[src/rtl/regfile_writer.sv]
// 32 x 16-bit register file write port with a valid/ready write handshake and a
// sequential clear engine that zeroes one register per cycle.
module regfile_writer #(
  parameter int ZERO_R0 = 0
) (
  input  logic        clk,
  input  logic        reset,
  input  logic        wr_valid,
  output logic        wr_ready,
  input  logic [4:0]  wr_addr,
  input  logic [15:0] wr_data,
  input  logic        clr_req,
  output logic        busy,
  output logic        clr_done,
  output logic [15:0] r00,
  output logic [15:0] r01,
  output logic [15:0] r02,
  output logic [15:0] r03,
  output logic [15:0] r04,
  output logic [15:0] r05,
  output logic [15:0] r06,
  output logic [15:0] r07,
  output logic [15:0] r08,
  output logic [15:0] r09,
  output logic [15:0] r10,
  output logic [15:0] r11,
  output logic [15:0] r12,
  output logic [15:0] r13,
  output logic [15:0] r14,
  output logic [15:0] r15,
  output logic [15:0] r16,
  output logic [15:0] r17,
  output logic [15:0] r18,
  output logic [15:0] r19,
  output logic [15:0] r20,
  output logic [15:0] r21,
  output logic [15:0] r22,
  output logic [15:0] r23,
  output logic [15:0] r24,
  output logic [15:0] r25,
  output logic [15:0] r26,
  output logic [15:0] r27,
  output logic [15:0] r28,
  output logic [15:0] r29,
  output logic [15:0] r30,
  output logic [15:0] r31
);

  localparam int DATA_W = 16;

  typedef enum logic {IDLE, CLEAR} state_e;

  state_e            state_q, state_d;
  logic [4:0]        clr_cnt_q, clr_cnt_d;
  logic              clr_done_q, clr_done_d;
  logic [DATA_W-1:0] regs_q [32];
  logic [DATA_W-1:0] regs_d [32];
  logic              wr_fire;

  assign wr_ready = (state_q == IDLE) && !reset;
  assign wr_fire  = wr_valid && wr_ready;
  assign busy     = (state_q == CLEAR);
  assign clr_done = clr_done_q;

  always_comb begin
    state_d    = state_q;
    clr_cnt_d  = clr_cnt_q;
    clr_done_d = 1'b0;
    regs_d     = regs_q;
    case (state_q)
      IDLE: begin
        // A write coinciding with clr_req still commits; the clear wipes it later.
        if (wr_fire) regs_d[wr_addr] = wr_data;
        if (clr_req) begin
          state_d   = CLEAR;
          clr_cnt_d = '0;
        end
      end
      CLEAR: begin
        regs_d[clr_cnt_q] = '0;
        clr_cnt_d         = clr_cnt_q + 5'd1;
        if (clr_cnt_q == 5'd31) begin
          state_d    = IDLE;
          clr_done_d = 1'b1;
        end
      end
      default: state_d = IDLE;
    endcase
    if (ZERO_R0 != 0) regs_d[0] = '0;
  end

  always_ff @(posedge clk or posedge reset) begin
    if (reset) begin
      state_q    <= IDLE;
      clr_cnt_q  <= '0;
      clr_done_q <= 1'b0;
      for (int i = 0; i < 32; i++) regs_q[i] <= '0;
    end else begin
      state_q    <= state_d;
      clr_cnt_q  <= clr_cnt_d;
      clr_done_q <= clr_done_d;
      regs_q     <= regs_d;
    end
  end

  assign r00 = regs_q[0];
  assign r01 = regs_q[1];
  assign r02 = regs_q[2];
  assign r03 = regs_q[3];
  assign r04 = regs_q[4];
  assign r05 = regs_q[5];
  assign r06 = regs_q[6];
  assign r07 = regs_q[7];
  assign r08 = regs_q[8];
  assign r09 = regs_q[9];
  assign r10 = regs_q[10];
  assign r11 = regs_q[11];
  assign r12 = regs_q[12];
  assign r13 = regs_q[13];
  assign r14 = regs_q[14];
  assign r15 = regs_q[15];
  assign r16 = regs_q[16];
  assign r17 = regs_q[17];
  assign r18 = regs_q[18];
  assign r19 = regs_q[19];
  assign r20 = regs_q[20];
  assign r21 = regs_q[21];
  assign r22 = regs_q[22];
  assign r23 = regs_q[23];
  assign r24 = regs_q[24];
  assign r25 = regs_q[25];
  assign r26 = regs_q[26];
  assign r27 = regs_q[27];
  assign r28 = regs_q[28];
  assign r29 = regs_q[29];
  assign r30 = regs_q[30];
  assign r31 = regs_q[31];

endmodule

[config.mk]
export PLATFORM = sky130hd
export DESIGN_NAME = regfile_writer
export DESIGN_NICKNAME = d
export VERILOG_FILES = /design/src/rtl/regfile_writer.sv
export SDC_FILE = /design/constraint.sdc
export NUM_CORES = 1
export LEC_CHECK = 0
export ABC_AREA = 1
export ABC_CLOCK_PERIOD_IN_PS = 22700
export BUFFER_PORTS_ARGS = -buffer_cell sky130_fd_sc_hd__buf_2
export CAP_MARGIN = 5
export CORE_AREA = 2 2 210 212
export DETAILED_ROUTE_END_ITERATION = 12
export DIE_AREA = 0 0 212 214
export PLACE_DENSITY = 0.82
export SLEW_MARGIN = 0
export SYNTH_ARGS = -nofsm -noshare
export SYNTH_HDL_FRONTEND = slang
export SYNTH_SLANG_ARGS = --single-unit
[constraint.sdc]
create_clock -name clk -period 22.7 [get_ports clk]
set_input_delay 5.675 -clock clk [delete_from_list [all_inputs] [get_ports clk]]
set_output_delay 5.675 -clock clk [all_outputs]
set_load 0.02 [all_outputs]
== Word level (Yosys, flattened, before mapping) ==
Cells that the tools add are included.
Word-level totals
  input port bits: 25
  output and inout port bits: 515
  flip-flop bits (word level): 519
  logic and storage cells: 67
Operators by class
  bitwise operators: 5
  reduce and logical (&&, ||, !) cells: 5
  $add $sub $neg: 1
  equal/unequal tests: 3
  mux-type cells: 14
  magnitude comparators: 4
Operators with widths (number)
  512-bit one-hot mux with 2 select lines: 1
  512-bit AND: 1
  512-bit bitwise mux: 1
  512-bit two-way mux: 1
  512-bit inverter: 1
  16-bit demux with 5-bit select: 2
  16-bit two-way mux: 2
  6-bit greater-or-equal comparator (second input constant): 2
  6-bit by 1-bit less-than comparator with 1-bit output (second input constant): 2
  5-bit inverter with 6-bit output: 2
  5-bit one-hot mux with 2 select lines: 1
  5-bit by 1-bit adder with 5-bit output (second input constant): 1
  5-bit equality test (second input constant): 1
  5-bit two-way mux: 1
  1-bit logical AND: 4
  1-bit two-way mux: 4
  2-bit inequality test (second input constant): 2
  1-bit one-hot mux with 2 select lines: 1
  1-bit logical NOT: 1
  1-bit inverter: 1

== Logic depth before layout (Yosys ltp) ==
Gate-level depths: netlist of run 1.
  word-level depth: 8
  depth in mapped cells: 8
  gate-level depth less buffers: 7

== Least setup slack after synthesis of run 1 ==
Ideal clock, no wire load.
  kind: input port to output port
  start: input reset
  end: output wr_ready
  stages on the path: 1
  slack: 11.074 ns
  data arrival time: 5.951 ns
  buffers on the path: 0
  data required time: 17.025 ns
  path through: nor2_2
On the way
  cells in the longest elaborated chain, start to end: 2
Ends and longest elaborated chain
  start, declared: RTL line 7  | input logic reset,
  1-bit logical NOT (no line)
  1-bit logical AND: RTL line 60  | assign wr_ready = (state_q == IDLE) && !reset;
  end, declared: RTL line 9  | output logic wr_ready,
No other way between the ends.

== Worst setup path after layout of run 1 ==
Ends and elaborated chain as after synthesis.

==> results of run 1 <==
-- critical path, cell delays in order --
cell and delay, ns:
buf_2 0.14, nor2_2 0.22, buf_2 0.22
-- cells in the final DEF (no fill, tap or decap), types with 3 or more instances in the layout --
master      netlist  final
clkinvlp_4        0      5
ha_1              5      5
inv_2             3      5
nor2_4            0      6
clkbuf_1        155     11
nor2_1           25     21
nand3_1         903    903
o21ai_0           5      5
bufinv_16         0      3
clkinv_2          0     11
buf_4             0     17
dfrtp_1         519    519
buf_2            26    539
clkbuf_16         0     53
inv_1            21     20
clkbuf_8          0      9
nand2_1         720    720
nand4_1           4      4
-- synthesized netlist by cell type --
master      n  share of area [%]
a21oi_1     2              0.047
buf_1      27               0.47
buf_2      26               0.61
clkbuf_1  155                2.7
clkinv_1    2              0.035
dfrtp_1   519                 61
ha_1        5               0.29
inv_1      21               0.37
inv_2       3              0.053
nand2_1   720                 13
nand3_1   903                 21
nand4_1     4               0.12
nor2_1     25               0.44
nor2_2      3              0.088
nor3_1      2              0.047
nor3_2      2              0.094
o21ai_0     5               0.12
-- layer usage --
metal | track usage, % | wire length, µm | vias up
met5 | 0 | 0 | -
met4 | 20.66 | 5602 | 0
met3 | 10.57 | 9034 | 381
met2 | 50.98 | 34730 | 1345
met1 | 41.67 | 27710 | 9924
li1 | - | - | 8871
-- logic make-up (layout without fill, tap and decap cells) --
kind of cell    count (synthesis)  count (layout)
flops                         519             519
compound gates                  7               7
simple gates                 1659            1659
buf+inv                       234             676
other cells                     0               1
fa+ha+maj                       5               5
-- metrics by stage --
stage          hold WS [ns]  instances  worst slack (ns)  util [%]
6_report             0.4914       3452             10.77     60.40
3_3_place_gp         0.4746       3358             10.78     56.47
4_1_cts              0.4947       3451             10.77     60.40
3_5_place_dp         0.4810       3358             10.77     56.47
5_1_grt              0.5134       3452             10.72     60.40
2_1_floorplan        0.5206       2424             2.527         -
-- area by class of cell --
| cell class | instances | area (µm²) |
|---|---|---|
| repair buffers | 557 | 2845 |
| diodes | 1 | 2.502 |
| inverters | 26 | 105.1 |
| flip-flops and latches | 519 | 12990 |
| fillers | 3596 | 16980 |
| clock inverters | 20 | 191.4 |
| multi-input cells | 1671 | 7550 |
| clock buffers | 73 | 1491 |
| well taps | 585 | 732.0 |
-- report_power, final --
group | internal (mW) | leakage (nW) | switching, mW
combinational | 0.0791 | 7.62 | 0.291
sequential | 0.986 | 7.22 | 0.0411
clock | 0.491 | 0.821 | 0.368
-- final timing paths --
kind,cells after the start,end,startpoint,slack (ns)
max,3,wr_ready,reset,10.77
min,2,r30[11],r30[11],0.49
max reg2reg,7,r11[11],busy,19.15
min reg2reg,2,r30[11],r30[11],0.49
max in group asynchronous,4,r17[2],reset,14.89
min in group asynchronous,2,r07[11],reset,5.27
==> reports/metrics.yaml, run 1 <==
status: "finished clean"
fp.dieW_um: 212
final_cell_area_um2: 25900
antenna_found_initial: 1
core-area_um2: 42890
cp.arrival_ns: 6.26
synth.area.mux_share_pct: 0
wl_per_cell_um: 22.33
ys_types: 17
numCtsBuffers: 53
slew_headroom_pct: 11.17
gr-total-overflow: 0
total_power_mw: 2.256
dieHeight_um: 214
cp.required_ns: 17.02
syn_avg_cell_area_um2: 8.822
clk_path_buf_depth: 3
drt_iter0_markers: 2568
place_area_um2: 24220
clk_latency_ns: 0.60
max_cap_viol_count: 0
drc: 0
p_per_area_nw_per_um2: 87.09
synthAdderAreaFrac_pct: 0.2925
finClkSkew_ns: 0.01295
rsz0062_at_grt: "no"
initial_core_util_pct: 49.87
path_clk_slew_ns: 0.06
cts_setup_buffers: 0
tritoncts: "yes"
synth-compound-area-share_pct: 0.1638
portBuffers: 539
finalCriticalPeriod_ns: 11.93
place_congestion: 0.8387
peakVddDrop_mv: 0.05908
synth_nets: 2454
synth_top_family_by_area: "simple AND/OR/NAND/NOR gates"
design.portCount: 540
crit_type: "in2out"
drive_gt1_share_pct: 22.89
postCtsResizedCells: 0
grt_start_max_net_pins: 171
track_usage_pct: 33.51
vias: 20521
clock.fmax_mhz: 83.79
syn_inst: 2424
placement_rows: 76
end_kind: "output pin"
cp-start-kind: "input pin"
tns_ns: 0
hold_viol: 0
p_leak_nw: 15.67
min_path_type: "reg2reg"
tightest_slew_ns: 1.332
cts_sinks: 519
hpwl_um: 47160
yosysWarnings: 0
vias_per_cell: 5.945
ant_nets: 0
finalSetupViolCount: 0
synth_xor_area_share_pct: 0
synthSimpleGateAreaFrac_pct: 34.55
drv_slew: 0
synth_area_um2: 21390
routed_wirelength_um: 77070
final_nets: 2858
cts_root_buffer: "clkbuf_16"
crit_fanout: 6
die_area_um2: 45370
hold_buffers: 0
ys_seq_area_share_pct: 60.73
min_period_over_period_pct: 52.57
ys_seq_elements: 519
cts-htree-levels: 2
grt_first_pass_wirelength_um: 116300
grt_pass1_vias: 19614
firstDrtPassIters: 6
synthToLayoutAreaGrowth_pct: 21.13
Power figures use the tool's default switching activity.
==> run 2: changes to the inputs <==
- ABC_CLOCK_PERIOD_IN_PS: 22700 -> 10400
- CORE_AREA: 2 2 210 212 -> not set
- CORE_ASPECT_RATIO: not set -> 0.9
- CORE_UTILIZATION: not set -> 48
- DIE_AREA: 0 0 212 214 -> not set
- PLACE_DENSITY: 0.82 -> 0.83
- clock period: 22.7 -> 10.4 ns (I/O delays scaled with it)
==> run 2 against run 1 <==
Compared with the run above: sequential power rose by 120%; total power rose by 120%; hold slack barely moved; sequential cell count did not move; sequential share of layout area fell by 0.092 points; non-clock buffer count rose by 2; core utilization fell by 0.64 points; design area rose by 0.18%; setup slack got worse by 6.1 ns; critical path type unchanged; largest cell class unchanged.
==> reports/metrics.yaml, run 2 (synthesis results as in run 1) <==
tightest_slew_ns: 1.315
layout_setup_ws_ns: 4.626
routed_wirelength_um: 78620
design.portCount: 540
p_leak_nw: 15.68
cts_root_buffer: "clkbuf_16"
finalSetupViolCount: 0
hold_buffers: 0
cp-start-kind: "input pin"
clock.fmax_mhz: 173.2
placement_rows: 72
total_power_mw: 4.936
tritoncts: "yes"
crit_fanout: 6
mostFrequentLayoutCells: "903 x nand3_1, 720 x nand2_1, 539 x buf_2"
fillers: 3612
finalCriticalPeriod_ns: 5.774
cts_setup_buffers: 0
vias: 20520
gr-total-overflow: 0
clk_latency_ns: 0.59
slew_headroom_pct: 12.30
drive_gt1_share_pct: 22.79
synthToLayoutAreaGrowth_pct: 21.36
core-area_um2: 43420
final-seq-area_um2: 12990
antenna_found_initial: 2
wl_per_cell_um: 22.74
place_area_um2: 24250
numCtsBuffers: 51
multiInputGateArea_um2: 7550
max_cap_viol_count: 0
p_per_area_nw_per_um2: 190.2
hold_slack_ns: 0.4911
hpwl_um: 48240
preCtsSetupSlack_ns: 4.632
mostFrequentLayoutCell: "nand3_1"
cts-htree-levels: 2
grt_start_max_net_pins: 191
grt_pass1_vias: 19717
cp.required_ns: 7.80
end_kind: "output pin"
hold_viol: 0
portBuffers: 539
cts_sinks: 519
min_period_over_period_pct: 55.52
cp.arrival_ns: 3.17
grt_first_pass_wirelength_um: 118700
die_area_um2: 45400
min_path_type: "reg2reg"
fp.dieW_um: 224.5
clk_path_buf_depth: 3
drv_slew: 0
firstDrtPassIters: 6
path_clk_slew_ns: 0.06
final_cell_area_um2: 25950
ant_nets: 0
final_nets: 2858
tns_ns: 0
vias_per_cell: 5.934
place_congestion: 0.8724
rsz0062_at_grt: "no"
drc: 0
drt_iter0_markers: 2521
status: "finished clean"
peakVddDrop_mv: 0.1376
track_usage_pct: 34.29
crit_type: "in2out"
finClkSkew_ns: 0.01630
postCtsResizedCells: 0
dieHeight_um: 202.2
initial_core_util_pct: 49.25
run 2: path summary, 6_finish.rpt:
| check | slack, ns | cells past startpoint | endpoint | start |
|---|---|---|---|---|
| max | 4.63 | 3 | wr_ready | reset |
| min | 0.49 | 2 | r15[4] | r15[4] |
| max reg2reg | 6.57 | 7 | r04[7] | busy |
| min reg2reg | 0.49 | 2 | r15[4] | r15[4] |
| max in group asynchronous | 6.15 | 4 | r26[10] | reset |
| min in group asynchronous | 2.15 | 2 | r23[0] | reset |
run 2: area by class of cell:
cell class | instances | area share (%)
flip-flops and latches | 519 | 50.04
multi-input cells | 1671 | 29.09
repair buffers | 559 | 11.07
clock buffers | 78 | 5.973
well taps | 592 | 2.854
clock inverters | 12 | 0.5689
inverters | 26 | 0.3905
diodes | 1 | 0.009642
run 2: where the power goes:
part	total, mW	switching [mW]	internal (mW)
Sequential	2.24	0.0923	2.15
Clock	1.89	0.788	1.10
Combinational	0.806	0.632	0.174
Total	4.94	1.51	3.42
run 2: per-stage QoR:
| stage | utilization (%) | instances |
|---|---|---|
| floorplan | - | 2424 |
| global placement | 55.85 | 3367 |
| detailed placement | 55.85 | 3367 |
| CTS | 59.76 | 3457 |
| global route | 59.76 | 3457 |
| finish | 59.77 | 3458 |
run 2: per-layer routing:
metal  part of all wire [%]  GRT usage, %  vias to the layer above
met5                  0.015             0                        -
met4                    5.9         18.54                        2
met3                     12         9.260                      326
met2                     46         54.15                     1381
met1                     36         43.07                     9949
li1                       -             -                     8862
run 2: critical path, cell delays in order:
cell    delay (ns)
buf_2         0.12
nor2_2        0.23
buf_2         0.22
